==> config.mk <==
export PLATFORM = sky130hd
export DESIGN_NAME = multi_blink_gen
export DESIGN_NICKNAME = d
export VERILOG_FILES = /design/src/rtl/multi_blink_gen.sv
export SDC_FILE = /design/constraint.sdc
export NUM_CORES = 1
export LEC_CHECK = 0
export CAP_MARGIN = 5
export CORE_MARGIN = 2
export CORE_UTILIZATION = 50
export CTS_CLUSTER_DIAMETER = 30
export DETAILED_ROUTE_END_ITERATION = 16
export PLACE_DENSITY = 0.67
export SLEW_MARGIN = 20
export SYNTH_ARGS = -nofsm -noshare
export SYNTH_HDL_FRONTEND = slang
export SYNTH_SLANG_ARGS = --single-unit
==> constraint.sdc <==
create_clock -name clk -period 7.7 [get_ports clk]
set_input_delay 1.54 -clock clk [delete_from_list [all_inputs] [get_ports clk]]
set_output_delay 1.54 -clock clk [all_outputs]
set_load 0.05 [all_outputs]
==> src/rtl/multi_blink_gen.sv <==
// ---------------------------------------------------------------------------
// multi_blink_gen
//   Multi-channel LED pattern generator. Each of NUM_CH channels has its own
//   run-time mode (OFF / ON / BLINK / ONESHOT) and on/off phase lengths,
//   programmed through a valid/ready configuration write port.
//
// Ports
//   clk        in   1        system clock, rising edge
//   rst_n      in   1        asynchronous active-low reset
//   cfg_valid  in   1        configuration write request
//   cfg_ready  out  1        configuration port can accept (1 after reset)
//   cfg_ch     in   CH_W     target channel index
//   cfg_mode   in   2        00 OFF, 01 ON, 10 BLINK, 11 ONESHOT
//   cfg_on     in   CNT_W    on-phase length in clk cycles (0 acts as 1)
//   cfg_off    in   CNT_W    off-phase length in clk cycles (0 acts as 1)
//   cfg_err    out  1        one-cycle pulse: write accepted to a missing channel
//   led        out  NUM_CH   LED drive, 1 = lit
//   done       out  NUM_CH   one-cycle pulse when a ONESHOT completes
// ---------------------------------------------------------------------------
module multi_blink_gen #(
  parameter  int NUM_CH  = 4,
  parameter  int CNT_W   = 27,
  parameter  int DEF_ON  = 50000000,
  parameter  int DEF_OFF = 25000000,
  localparam int CH_W    = (NUM_CH > 1) ? $clog2(NUM_CH) : 1
) (
  input  logic              clk,
  input  logic              rst_n,
  input  logic              cfg_valid,
  output logic              cfg_ready,
  input  logic [CH_W-1:0]   cfg_ch,
  input  logic [1:0]        cfg_mode,
  input  logic [CNT_W-1:0]  cfg_on,
  input  logic [CNT_W-1:0]  cfg_off,
  output logic              cfg_err,
  output logic [NUM_CH-1:0] led,
  output logic [NUM_CH-1:0] done
);

  typedef enum logic [1:0] {
    MODE_OFF     = 2'b00,
    MODE_ON      = 2'b01,
    MODE_BLINK   = 2'b10,
    MODE_ONESHOT = 2'b11
  } mode_e;

  localparam logic [CNT_W-1:0] ON_RST  = CNT_W'(DEF_ON);
  localparam logic [CNT_W-1:0] OFF_RST = CNT_W'(DEF_OFF);
  localparam logic [CNT_W-1:0] ONE     = CNT_W'(1);

  // Shared configuration-port control
  logic cfg_ready_q;
  logic cfg_err_q;
  logic wr_acc;
  logic ch_bad;

  assign wr_acc = cfg_valid & cfg_ready_q;
  // Widen both sides so the check still works when NUM_CH is not a power of two.
  assign ch_bad = (32'(cfg_ch) >= 32'(NUM_CH));

  always_ff @(posedge clk or negedge rst_n) begin
    if (!rst_n) begin
      cfg_ready_q <= 1'b0;
      cfg_err_q   <= 1'b0;
    end else begin
      cfg_ready_q <= 1'b1;
      cfg_err_q   <= wr_acc & ch_bad;
    end
  end

  assign cfg_ready = cfg_ready_q;
  assign cfg_err   = cfg_err_q;

  // Per-channel pattern engine
  for (genvar i = 0; i < NUM_CH; i++) begin : g_ch
    mode_e            mode_q, mode_d;
    logic [CNT_W-1:0] on_q, on_d;
    logic [CNT_W-1:0] off_q, off_d;
    logic [CNT_W-1:0] cnt_q, cnt_d;
    logic             led_q, led_d;
    logic             done_q, done_d;
    logic             sel;
    logic [CNT_W-1:0] phase_len;
    logic [CNT_W-1:0] last;
    logic             at_end;

    assign sel = wr_acc & ~ch_bad & (cfg_ch == CH_W'(i));

    // Only a BLINK channel in its dark phase uses the off time; a ONESHOT is
    // always in its on phase while running.
    assign phase_len = (mode_q == MODE_BLINK && !led_q) ? off_q : on_q;
    // A zero-length phase behaves as a one-cycle phase.
    assign last      = (phase_len == '0) ? '0 : (phase_len - ONE);
    assign at_end    = (cnt_q == last);

    always_comb begin
      mode_d = mode_q;
      on_d   = on_q;
      off_d  = off_q;
      cnt_d  = cnt_q;
      led_d  = led_q;
      done_d = 1'b0;
      if (sel) begin
        // A write overrides any phase boundary in the same cycle, so an
        // aborted ONESHOT never produces a done pulse.
        mode_d = mode_e'(cfg_mode);
        on_d   = cfg_on;
        off_d  = cfg_off;
        cnt_d  = '0;
        led_d  = (mode_e'(cfg_mode) != MODE_OFF);
      end else begin
        case (mode_q)
          MODE_OFF: begin
            cnt_d = '0;
            led_d = 1'b0;
          end
          MODE_ON: begin
            cnt_d = '0;
            led_d = 1'b1;
          end
          MODE_BLINK: begin
            if (at_end) begin
              cnt_d = '0;
              led_d = ~led_q;
            end else begin
              cnt_d = cnt_q + ONE;
            end
          end
          MODE_ONESHOT: begin
            if (at_end) begin
              cnt_d  = '0;
              led_d  = 1'b0;
              mode_d = MODE_OFF;
              done_d = 1'b1;
            end else begin
              cnt_d = cnt_q + ONE;
            end
          end
          default: begin
            cnt_d = '0;
          end
        endcase
      end
    end

    always_ff @(posedge clk or negedge rst_n) begin
      if (!rst_n) begin
        mode_q <= MODE_BLINK;
        on_q   <= ON_RST;
        off_q  <= OFF_RST;
        cnt_q  <= '0;
        led_q  <= 1'b0;
        done_q <= 1'b0;
      end else begin
        mode_q <= mode_d;
        on_q   <= on_d;
        off_q  <= off_d;
        cnt_q  <= cnt_d;
        led_q  <= led_d;
        done_q <= done_d;
      end
    end

    assign led[i]  = led_q;
    assign done[i] = done_q;
  end

endmodule

==> run_results.csv, run 1 <==
group,metric,value,unit
sta,max_freq,164.4,MHz
setup_path,cp-end-kind,"register",
cts,htreeDepth,3,
global_route,grtUsageTotal,0.2807,
cts,post_cts_buffers,0,
logic_synthesis,avgSynthCellArea,10.04,sq um
setup_path,crit_buf_inv,2,
floorplan,fp-row-count,76,
logic_synthesis,post-synth-top-count-cell,"nor2_1",
cts,cts_sinks,341,
layout,final_util,0.5998,
logic_synthesis,synth_nets,2240,
placement,pre_cts_ws,1662,ps
setup_path,rrSetupSlack,1620,ps
sta,finalCriticalPeriod,6084,ps
floorplan,core_area,42890,sq um
global_route,grt_pass1_vias,17123,
cts,hold_buffers,0,
power_and_ir_drop,ir_drop,0.0001969,V
layout,drive_gt1_frac,0.2397,
routing,final_antenna_net_count,0,
outcome,status,"complete, no violations",
routing,wl,62.42,mm
setup_path,r2r-start,"g_ch[2].mode_q[0]",
logic_synthesis,ys_warn_count,0,
sta,tns,0,ps
floorplan,pin_count,71,
sta,hold_viol,0,
routing,dr.pass1.iters,5,
layout,areaGrowthSynthToFinish,18.73,%
setup_path,worstSetupStartpointType,"register",
setup_path,required,8160,ps
sta,slew_headroom,0.3210,
sta,skew,20.45,ps
routing,via_per_inst,5.981,
logic_synthesis,yosysUniqueCellTypes,92,
floorplan,die_area,45010,sq um
layout,ff_latch_area,8658,sq um
sta,setup_ws,1616,ps
setup_path,slowest_stage,"or2_1",
sta,slew_violations,0,
worst_hold_path,worst_hold_path.endpoint,"g_ch[2].off_q[0]",
cts,cts_buffers,85,
routing,num_vias,17255,
cts,cts-root-buf,"clkbuf_16",
sta,finalCritPeriodShare,0.7901,
setup_path,crit_family,"simple AND/OR/NAND/NOR gates",
logic_synthesis,synth_seq_area_share,0.3996,
placement,routabilityCongestion,0.9340,
worst_hold_path,holdPathStages,1,
layout,fill_cells,3615,
floorplan,dieWidth,212.2,microns
logic_synthesis,syn-cell-area,21670,sq um
global_route,grt_pass1_wl,96.97,mm
setup_path,crit_arrival,6550,ps
cts,insertion_delay,610,ps
layout,nNetsFinal,2308,
cts,cts_buffer_depth,3,
global_route,grt_max_degree,108,
power_and_ir_drop,p_leak,10.81,nW
logic_synthesis,synthFlopType,"dfrtp_1",
setup_path,slowest_delay,830,ps
floorplan,fp.dieH,212.2,microns
cts,cts_resized,0,
setup_path,rr_worst_depth,17,
logic_synthesis,synth_largest_area_cell,"dfrtp_1",
logic_synthesis,synth_edf_count,0,
logic_synthesis,synth.area.top_cells,"dfrtp_1 28%, mux2_2 12%, dfstp_2 12%",
power_and_ir_drop,p_per_area,328.7,nW/um^2
layout,multi_input_area,12420,sq um
sta,tightest_slew,1019,ps
placement,port_buffers,69,
job,cap_violations,0,
cts,cts_tree,"yes",
routing,drc,0,
routing,wl_per_cell,21.64,microns
worst_hold_path,hold_path.class,"reg2reg",
logic_synthesis,synth_top_area_share,0.2784,
setup_path,worstPathMaxFanout,38,
worst_hold_path,hold_start,"g_ch[2].off_q[0]",
global_route,antenna_found_initial,10,
logic_synthesis,synth_cells,2159,
floorplan,start_util,0.5052,
setup_path,critical_path_class,"reg2reg",
setup_path,path_cells,"inv_1 > ha_1 > nand2b_2 > buf_4 > mux2i_1 > ha_1 > or3b_1 > nor4_2 > a22oi_1 > or4b_1 > a211oi_1 > a211oi_1 > nor4_1 > nand4_1 > nor4_1 > or2_1 > mux2_1",
placement,detailed_place_hpwl,44.01,mm
sta,finalSetupViolCount,0,
logic_synthesis,synth_seq_cells,341,
setup_path,reg2reg_to,"g_ch[2].led_q",
sta,rsz0062_at_grt,"false",
logic_synthesis,yosys-top-cells-count,"295 x nor2_1, 241 x dfrtp_1, 236 x mux2_2",
global_route,grt_overflow_total,0,
logic_synthesis,async_flop_share,1.000,
routing,drt-initial-drc-count,1380,
cts,path_clk_slew,40,ps
## sequential cells by signal, summed over array words and instances, names as in the netlist
register / cells
g_ch.cnt_q: 108
g_ch.led_q: 4
g_ch.done_q: 4
g_ch.off_q: 108
cfg_ready: 1
g_ch.mode_q: 8
g_ch.on_q: 108
## cell type report
| type | instances | share of cell area |
|---|---|---|
| multi-input cells | 1683 | 0.4828 |
| flip-flops and latches | 341 | 0.3366 |
| clock buffers | 114 | 0.09324 |
| repair buffers | 88 | 0.03259 |
| well taps | 585 | 0.02845 |
| clock inverters | 45 | 0.02213 |
| inverters | 28 | 0.004086 |
| diodes | 1 | 0.00009728 |
## through the flow
step | total power, W | hold slack, ps | area [sq um] | instances
5_1_grt | 0.008856 | 520.7 | 25720 | 2884
6_report | 0.008456 | 499.4 | 25720 | 2885
2_1_floorplan | 0.004171 | 473.7 | 21670 | 2159
3_5_place_dp | 0.004788 | 489.7 | 22750 | 2725
4_1_cts | 0.008480 | 500.0 | 25720 | 2884
3_3_place_gp | 0.004737 | 490.8 | 22750 | 2725
## layer usage
layer	vias to the layer above	global-route usage	part of all wire	wire [microns]
li1	7989	-	-	-
met1	8563	0.3723	0.43	27090
met2	549	0.4459	0.46	28470
met3	154	0.06470	0.073	4580
met4	0	0.1093	0.037	2279
met5	-	0	0	0
## power breakdown
part | switching, W | internal (W)
Clock | 0.00111 | 0.00254
Sequential | 0.000354 | 0.00218
Combinational | 0.00128 | 0.000998
Total | 0.00274 | 0.00571
## cell families (layout without fill, tap and decap cells)
logic type | after synthesis | in the layout | synth area share
simple gates | 823 | 823 | 0.1959
mux | 380 | 380 | 0.1896
flops | 341 | 341 | 0.3996
compound gates | 242 | 242 | 0.08489
xor+xnor | 216 | 216 | 0.08992
buf+inv | 135 | 275 | 0.02812
fa+ha+maj | 20 | 20 | 0.01155
other cells | 2 | 3 | 0.0003466
## worst max path at each step
stage | start | end | slack, ps | depth (start not counted)
global route | g_ch[2].mode_q[0] | g_ch[2].led_q | 1020 | 17
detailed placement | g_ch[2].mode_q[0] | g_ch[2].led_q | 1660 | 17
floorplan | g_ch[2].mode_q[0] | g_ch[2].led_q | 2110 | 22
global placement | g_ch[2].mode_q[0] | g_ch[2].led_q | 1890 | 17
CTS | g_ch[2].mode_q[0] | g_ch[2].led_q | 1630 | 17
finish | g_ch[2].mode_q[0] | g_ch[2].led_q | 1620 | 17
## cells in the final DEF (no fill, tap or decap), types with 41 or more instances in the layout
cell and instances:
nor2_1 295, dfrtp_1 241, mux2_2 236, mux2i_1 140, xnor2_1 118, nand2_1 112, dfstp_2 100, xor2_1 94
clkbuf_16 87, nand3_1 68, clkdlybuf4s50_1 68, or3_1 45, nor3_1 44, nand4_1 41
(Power assumes the default switching activity.)
==> inputs of run 2 (changes only) <==
==> constraint.sdc (replaced) <==
create_clock -name clk -period 6.3 [get_ports clk]
set_input_delay 1.26 -clock clk [delete_from_list [all_inputs] [get_ports clk]]
set_output_delay 1.26 -clock clk [all_outputs]
set_load 0.05 [all_outputs]
==> run 2 against run 1 <==
  * Sequential share of layout area grew 0.099 points
  * Clock skew down 2.2 ps
  * Power grew 21%
  * Hold slack improved by 15 ps
  * First-iteration DRC count increased by 3.7%
  * Wire length grew 0.74%
  * Cell count down 0.24%
  * Setup slack got worse by 730 ps
  * Final area fell by 0.29%
  * Fmax up 12%
  * Sequential power grew 22%
  * Critical endpoint is now g_ch[2].cnt_q[25]
  * Highest routed layer unchanged
==> run_results.csv, run 2 (synthesized netlist as in run 1, its figures left out) <==
group,metric,value,unit
cts,insertion_delay,620,ps
sta,finalSetupViolCount,0,
layout,fill_cells,3579,
routing,final_antenna_net_count,0,
layout,final_common_cell,"nor2_1",
layout,nNetsFinal,2304,
floorplan,core_area,42890,sq um
layout,reg_top3,"g_ch.cnt_q: 108 flops, g_ch.off_q: 108 flops, g_ch.on_q: 108 flops",
sta,skew,18.21,ps
floorplan,fp-row-count,76,
sta,hold_viol,0,
placement,detailed_place_hpwl,44.56,mm
sta,finalCritPeriodShare,0.8599,
layout,drive_gt1_frac,0.2405,
cts,hold_buffers,0,
global_route,grt_overflow_total,0,
sta,slew_violations,0,
cts,htreeDepth,3,
sta,max_freq,184.6,MHz
routing,via_per_inst,5.989,
setup_path,worstPathMaxFanout,20,
power_and_ir_drop,p_leak,10.77,nW
worst_hold_path,hold_path.class,"reg2reg",
sta,rsz0062_at_grt,"false",
sta,tightest_slew,1097,ps
routing,drc,0,
power_and_ir_drop,ir_drop,0.0002524,V
sta,slew_headroom,0.2661,
placement,routabilityCongestion,0.9031,
global_route,grt_pass1_wl,98.04,mm
cts,cts_buffer_depth,3,
floorplan,dieWidth,212.2,microns
cts,cts_tree,"yes",
routing,drt-initial-drc-count,1431,
placement,port_buffers,69,
cts,cts-root-buf,"clkbuf_16",
placement,placed_area,22790,sq um
layout,areaGrowthSynthToFinish,18.39,%
setup_path,required,6790,ps
floorplan,pin_count,71,
layout,final_cell_mix,"295 x nor2_1, 241 x dfrtp_1, 236 x mux2_2",
global_route,antenna_found_initial,10,
routing,wl_per_cell,21.85,microns
routing,num_vias,17237,
worst_hold_path,holdPathStages,1,
sta,finalCriticalPeriod,5417,ps
floorplan,die_area,45010,sq um
global_route,grt_max_degree,139,
layout,stdcell_area,25650,sq um
cts,cts_resized,0,
setup_path,critical_path_class,"reg2reg",
floorplan,fp.dieH,212.2,microns
setup_path,cp-end-kind,"register",
cts,post_cts_buffers,0,
global_route,grtUsageTotal,0.2842,
global_route,grt_pass1_vias,17209,
routing,wl,62.88,mm
routing,dr.pass1.iters,7,
layout,ff_latch_area,8658,sq um
setup_path,crit_arrival,5900,ps
layout,multi_input_area,12420,sq um
setup_path,worstSetupStartpointType,"register",
job,cap_violations,0,
floorplan,start_util,0.5052,
cts,path_clk_slew,60,ps
sta,tns,0,ps
cts,cts_buffers,80,
outcome,status,"complete, no violations",
cts,cts_sinks,341,
power_and_ir_drop,p_per_area,399.2,nW/um^2
setup_path,rr_worst_depth,17,
## run 2: cell count changes in the layout (fill, tap and decap cells not counted), moves of 2 or more
| cell | previous run | this run |
|---|---|---|
| clkbuf_8 | 12 | 6 |
| inv_16 | 0 | 2 |
| clkinv_16 | 0 | 2 |
| clkbuf_1 | 15 | 7 |
| clkinv_2 | 17 | 14 |
| inv_6 | 2 | 14 |
| buf_12 | 0 | 2 |
| clkbuf_16 | 87 | 80 |
## run 2: final timing paths
check                      slack (ps)                end         startpoint
max                               880  g_ch[2].cnt_q[25]  g_ch[2].mode_q[1]
min                               510  g_ch[2].off_q[26]  g_ch[2].off_q[26]
max reg2reg                       880  g_ch[2].cnt_q[25]  g_ch[2].mode_q[1]
min reg2reg                       510  g_ch[2].off_q[26]  g_ch[2].off_q[26]
max in group asynchronous        4280  g_ch[2].off_q[17]              rst_n
min in group asynchronous         690  g_ch[1].cnt_q[19]              rst_n
## run 2: cell type report
class	instances	share of cell area
Antenna cell	2	0.0001951
Inverter	28	0.004098
Multi-Input combinational cell	1683	0.4842
Tap cell	585	0.02854
Timing Repair Buffer	89	0.03395
Clock buffer	93	0.08229
Clock inverter	57	0.02912
Sequential cell	341	0.3376
## run 2: critical path, cell delays in order, from the launching register on
cell,delay (ps)
dfstp_2,550
ha_1,280
nand2b_2,120
mux2_2,360
inv_1,80
ha_1,180
or3b_1,460
nor4_2,380
a22oi_1,250
or4b_1,740
a211oi_1,290
a211oi_1,110
nor4_1,280
nand4_1,120
nor4_1,330
or2_1,370
buf_4,310
nor2_1,80
## run 2: where the power goes
group          total [W]  switching (W)  internal [W]
Combinational    0.00281        0.00158       0.00123
Sequential       0.00309       0.000437       0.00266
Clock            0.00434        0.00144       0.00290
## run 2: layer usage
metal | vias up | GRT usage | wire (microns)
li1 | 7968 | - | -
met5 | - | 0 | 0
met3 | 118 | 0.05303 | 4225
met1 | 8588 | 0.3884 | 27860
met4 | 0 | 0.09131 | 1654
met2 | 563 | 0.4563 | 29140
## run 2: metrics by stage
stage                     setup slack [ps]  hold slack (ps)  power [W]  utilization  std cells
after floorplan                      710.0            473.7   0.005098            -       2159
after global placement                1074            494.0   0.005824       0.5313       2726
after detailed placement             948.4            500.1   0.005875       0.5313       2726
after CTS                            909.3            512.5    0.01027       0.5980       2876
after global routing                 337.4            529.4    0.01074       0.5980       2876
final                                882.9            514.4    0.01024       0.5981       2878
==> inputs of run 3 (changes only) <==
--- a/config.mk
+++ b/config.mk
@@ -9,9 +9,12 @@
 export CORE_MARGIN = 2
 export CORE_UTILIZATION = 50
 export CTS_CLUSTER_DIAMETER = 30
+export CTS_CLUSTER_SIZE = 8
 export DETAILED_ROUTE_END_ITERATION = 16
+export HOLD_SLACK_MARGIN = 0.12
 export PLACE_DENSITY = 0.67
 export SLEW_MARGIN = 20
 export SYNTH_ARGS = -nofsm -noshare
 export SYNTH_HDL_FRONTEND = slang
 export SYNTH_SLANG_ARGS = --single-unit
+export TNS_END_PERCENT = 1
==> run 3 against run 2 <==
  * Power hardly changed
  * Non-clock buffer count is the same
  * Clock power about the same
  * Final area about the same
  * Cell count increased by 0.17%
  * Register-to-register slack about the same
  * Sequential share of layout area about the same
  * Count of clock-buffer cells in the layout is 17 higher
  * Combinational power about the same
  * Critical path type unchanged
  * Largest cell class unchanged
  * Largest power group unchanged
==> run_results.csv, run 3 (synthesized netlist as in run 1, its figures left out) <==
group,metric,value,unit
cts,cts_buffer_depth,3,
setup_path,worstPathMaxFanout,20,
worst_hold_path,worst_hold_path.endpoint,"g_ch[1].on_q[1]",
floorplan,core_area,42890,sq um
job,cap_violations,0,
routing,wl_per_cell,21.79,microns
power_and_ir_drop,ir_drop,0.0003491,V
routing,via_per_inst,6.011,
sta,slew_headroom,0.2818,
power_and_ir_drop,intPower,0.006880,W
cts,cts_tree,"yes",
worst_hold_path,hold_path.class,"reg2reg",
power_and_ir_drop,swShare,0.3278,
floorplan,dieWidth,212.2,microns
cts,cts_buffers,82,
floorplan,fp.dieH,212.2,microns
cts,insertion_delay,610,ps
sta,slew_violations,0,
cts,cts-root-buf,"clkbuf_16",
layout,final_common_cell,"nor2_1",
cts,path_clk_slew,50,ps
layout,final_cell_mix,"295 x nor2_1, 241 x dfrtp_1, 236 x mux2_2",
floorplan,start_util,0.5052,
global_route,grt_overflow_total,0,
global_route,grtUsageTotal,0.2847,
sta,skew,17.34,ps
sta,max_freq,184.9,MHz
power_and_ir_drop,total_power,0.01024,W
floorplan,fp-row-count,76,
setup_path,rrSetupSlack,890,ps
sta,setup_ws,890.4,ps
sta,hold_viol,0,
floorplan,pin_count,71,
setup_path,r2r-start,"g_ch[2].mode_q[1]",
power_and_ir_drop,p_comb_frac,0.274,
setup_path,required,6780,ps
global_route,grt_pass1_wl,98.22,mm
cts,hold_buffers,0,
power_and_ir_drop,p_leak,10.77,nW
placement,routabilityCongestion,0.9031,
sta,finalSetupViolCount,0,
layout,areaGrowthSynthToFinish,18.39,%
setup_path,critical_path_class,"reg2reg",
cts,cts_resized,0,
routing,drt-initial-drc-count,1462,
cts,post_cts_buffers,0,
cts,cts_sinks,341,
setup_path,worstSetupStartpointType,"register",
placement,port_buffers,69,
layout,final_util,0.5981,
placement,pre_cts_ws,948.4,ps
worst_hold_path,holdPathStages,1,
setup_path,cp-end-kind,"register",
setup_path,reg2reg_to,"g_ch[2].cnt_q[26]",
sta,finalCriticalPeriod,5410,ps
layout,reg_top3,"g_ch.cnt_q: 108 flops, g_ch.off_q: 108 flops, g_ch.on_q: 108 flops",
floorplan,die_area,45010,sq um
cts,htreeDepth,3,
routing,wl,62.82,mm
routing,dr.pass1.iters,5,
layout,drive_gt1_frac,0.2375,
power_and_ir_drop,clockPowerShare,0.424,
sta,rsz0062_at_grt,"false",
power_and_ir_drop,switchingPower,0.003355,W
layout,nNetsFinal,2306,
routing,final_antenna_net_count,0,
outcome,status,"complete, no violations",
layout,fill_cells,3592,
routing,drc,0,
routing,num_vias,17331,
placement,detailed_place_hpwl,44.56,mm
power_and_ir_drop,power_frac_seq,0.303,
global_route,antenna_found_initial,8,
setup_path,crit_arrival,5890,ps
sta,tightest_slew,1074,ps
power_and_ir_drop,p_per_area,399.0,nW/um^2
global_route,grt_pass1_vias,17211,
worst_hold_path,hold_start,"g_ch[1].on_q[1]",
setup_path,rr_worst_depth,17,
sta,tns,0,ps
global_route,grt_max_degree,139,
sta,finalCritPeriodShare,0.8587,
run 3: worst max path at each step:
stage,from,end,slack [ps]
after floorplan,g_ch[2].mode_q[0],g_ch[2].led_q,710
after global placement,g_ch[3].mode_q[0],g_ch[3].cnt_q[19],1070
after detailed placement,g_ch[2].mode_q[1],g_ch[2].cnt_q[13],950
after CTS,g_ch[2].mode_q[1],g_ch[2].cnt_q[9],900
after global routing,g_ch[2].mode_q[1],g_ch[2].cnt_q[25],310
final,g_ch[2].mode_q[1],g_ch[2].cnt_q[26],890
run 3: cell type report:
cell class	instances	area, sq um	share of cell area
diodes	3	7.507	0.0002927
clock buffers	110	2290	0.08926
clock inverters	44	566.8	0.02210
inverters	28	105.1	0.004097
multi-input cells	1683	12420	0.4842
flip-flops and latches	341	8658	0.3375
well taps	585	732.0	0.02854
repair buffers	89	870.8	0.03395
run 3: critical path: stages, from the launching register on:
cell	delay, ps
dfstp_2	560
ha_1	280
nand2b_2	120
mux2_2	360
inv_1	80
ha_1	180
or3b_1	450
nor4_2	380
a22oi_1	250
or4b_1	740
a211oi_1	290
a211oi_1	110
nor4_1	280
nand4_1	120
nor4_1	320
or2_1	370
buf_4	320
nor2_1	80
run 3: power groups by stage:
stage	logic [W]	clock network, W	registers (W)
final	0.00280	0.00434	0.00310
after global routing	0.00306	0.00452	0.00315
after CTS	0.00278	0.00439	0.00309
after detailed placement	0.00277	0	0.00311
after global placement	0.00273	0	0.00309
after floorplan	0.00216	0	0.00294
run 3: routing by layer:
metal,GRT usage,routed length (microns)
met4,0.09811,1643
met5,0,0
met1,0.3938,28390
met2,0.4530,28940
met3,0.04712,3851
run 3: per-stage QoR:
step	hold slack (ps)	std cells	instance area, sq um
2_1_floorplan	473.7	2159	21670
3_3_place_gp	494.0	2726	22790
3_5_place_dp	500.1	2726	22790
4_1_cts	510.9	2880	25640
5_1_grt	528.5	2880	25640
6_report	512.7	2883	25650
==> RTL change: new RTL, flow settings as in run 1 <==
Remove the case item `MODE_ONESHOT` of the case on `mode_q`.
--- a/src/rtl/multi_blink_gen.sv
+++ b/src/rtl/multi_blink_gen.sv
@@ -126,16 +126,6 @@
               cnt_d = cnt_q + ONE;
             end
           end
-          MODE_ONESHOT: begin
-            if (at_end) begin
-              cnt_d  = '0;
-              led_d  = 1'b0;
-              mode_d = MODE_OFF;
-              done_d = 1'b1;
-            end else begin
-              cnt_d = cnt_q + ONE;
-            end
-          end
           default: begin
             cnt_d = '0;
           end
Formal check against the unedited RTL: not equivalent (Yosys sat finds a counterexample within 4 cycles, from zero or initial values and one cycle with rst_n low).
==> RTL change against run 1 <==
Worst hold slack worse by 0.038 ns; critical path depth down 3; sequential cell count down 4; power down 4.7%; wire length up 2.2%; area after synthesis about the same; cell area down 1.1%; synthesized cell count up 4.2%; worst setup slack better by 0.11 ns; highest routed layer is now met5.
==> RTL change: results (changes against run 1) <==
* Status: finished, final reports clean
* Fillers at 3666 (+1.4%)
* Worst reg-to-reg path cell count at 14 (-3)
* Most frequent cells after synthesis: nand2_1, dfrtp_1, mux2_2
* Vias post-DR at 17800 (+3.4%)
* Port Buffers at 65 (-5.8%)
* Seq/Total Area, Yosys at 39.5% (-0.49 points)
* Worst setup startpoint: g_ch[3].mode_q[1]
* Hold Path Stages at 2 (+1)
* Arr. time, crit path at 6.50 ns (-0.05 ns)
* Met2 usage at 45.5% (+0.95 points)
* Yosys cell types at 101 (+9.8%)
* Met3 Use GR at 6.40% (-0.074 points)
* Initial antenna violation count at 8 (-2)
* GP Congestion at 0.912 (-2.4%)
* Max Fanout on Critical Path at 31 (-18%)
* Post-DP Area at 0.0227 sq mm (-0.22%)
* WL final at 63800 microns (+2.2%)
* Synth Area in Adders at 1.15% (about the same)
* R2R setup slack at 1.73 ns (+0.11 ns)
* Largest net degree at the start of global routing at 191 (+77%)
* Mux cell area share after synthesis at 16.2% (-2.8 points)
* Dpl hpwl at 44800 microns (+1.8%)
* Pleak at 10.9 nW (+0.44%)
* Relative slew slack at 27.8% (-4.3 points)
* Iter 0 DRT Violations at 1322 (-4.2%)
* Worst Hold Path EP: g_ch[2].off_q[21]
* CP max stage delay at 0.92 ns (+0.09 ns)
* Met1 Usage GRT at 39.5% (+2.3 points)
* XOR/XNOR Fraction of Synth Area at 8.85% (-0.14 points)
* First-pass GRT wire length at 100000 microns (+3.3%)
* Antenna Cells at 0 (-1)
* Nets at 2388 (+3.5%)
* Compound-cell area share of the yosys netlist at 8.61% (+0.12 points)
* Detailed Routing Iterations Pass 1 at 6 (+1)
* Final clock skew at 0.0252 ns (+0.00475 ns)
* DP Worst Slack at 1.82 ns (+0.155 ns)
* CP max stage cell: and3_1
* End of the worst register-to-register path: g_ch[3].led_q
* GRT Overall Usage at 28.8% (+0.77 points)
* Setup crit end: g_ch[3].led_q
* Post-CTS sizing at 0 (unchanged)
* Async set-or-reset flop fraction in the synthesized netlist at 100% (unchanged)
* Period utilization at 77.6% (-1.4 points)
* Longest Clk Path Bufs at 3 (unchanged)
* Synth top area cells: dfrtp_1, dfstp_2, mux2_2
* Worst VDD drop at 0.265 mV (+35%)
RTL change: cell count changes after synthesis, sizes merged, moves of 8 or more:
cell,change
o22ai,-8
nor3,+93
o31ai,-9
nor4,-10
nor2,-103
mux2,-51
nand3,-10
nand2,+179
and4,+15
or3,+10
or4b,-8
o21ai,+11
RTL change: layout make-up:
cell class | count | area [sq um] | area share, %
multi-input combinational | 1775 | 12500 | 49.0
tap | 585 | 732 | 2.88
timing repair buffer | 86 | 833 | 3.27
clock inverter | 48 | 649 | 2.55
clock buffer | 94 | 2090 | 8.22
inverter | 31 | 116 | 0.457
sequential | 337 | 8560 | 33.6
RTL change: where the power goes:
| part | switching, mW | leakage (nW) | internal, mW |
|---|---|---|---|
| Sequential | 0.317 | 4.12 | 2.13 |
| Combinational | 1.22 | 5.41 | 0.931 |
| Clock | 1.09 | 1.33 | 2.37 |
| Total | 2.63 | 10.9 | 5.43 |
RTL change: stage by stage:
step,hold slack [ns],cells
2_1_floorplan,0.437,2254
3_3_place_gp,0.450,2813
3_5_place_dp,0.458,2814
4_1_cts,0.467,2956
5_1_grt,0.486,2956
6_report,0.461,2956
RTL change: per-layer routing:
metal / part of all wire (%) / routed length (microns)
met5: 0.020 / 13
met4: 2.7 / 1750
met3: 7.2 / 4580
met2: 45 / 29000
met1: 45 / 28500
RTL change: worst min-delay path, stage by stage, from the launching register on:
cell	delay, ns
dfstp_2	0.36
nand2_1	0.05
nand2_1	0.05
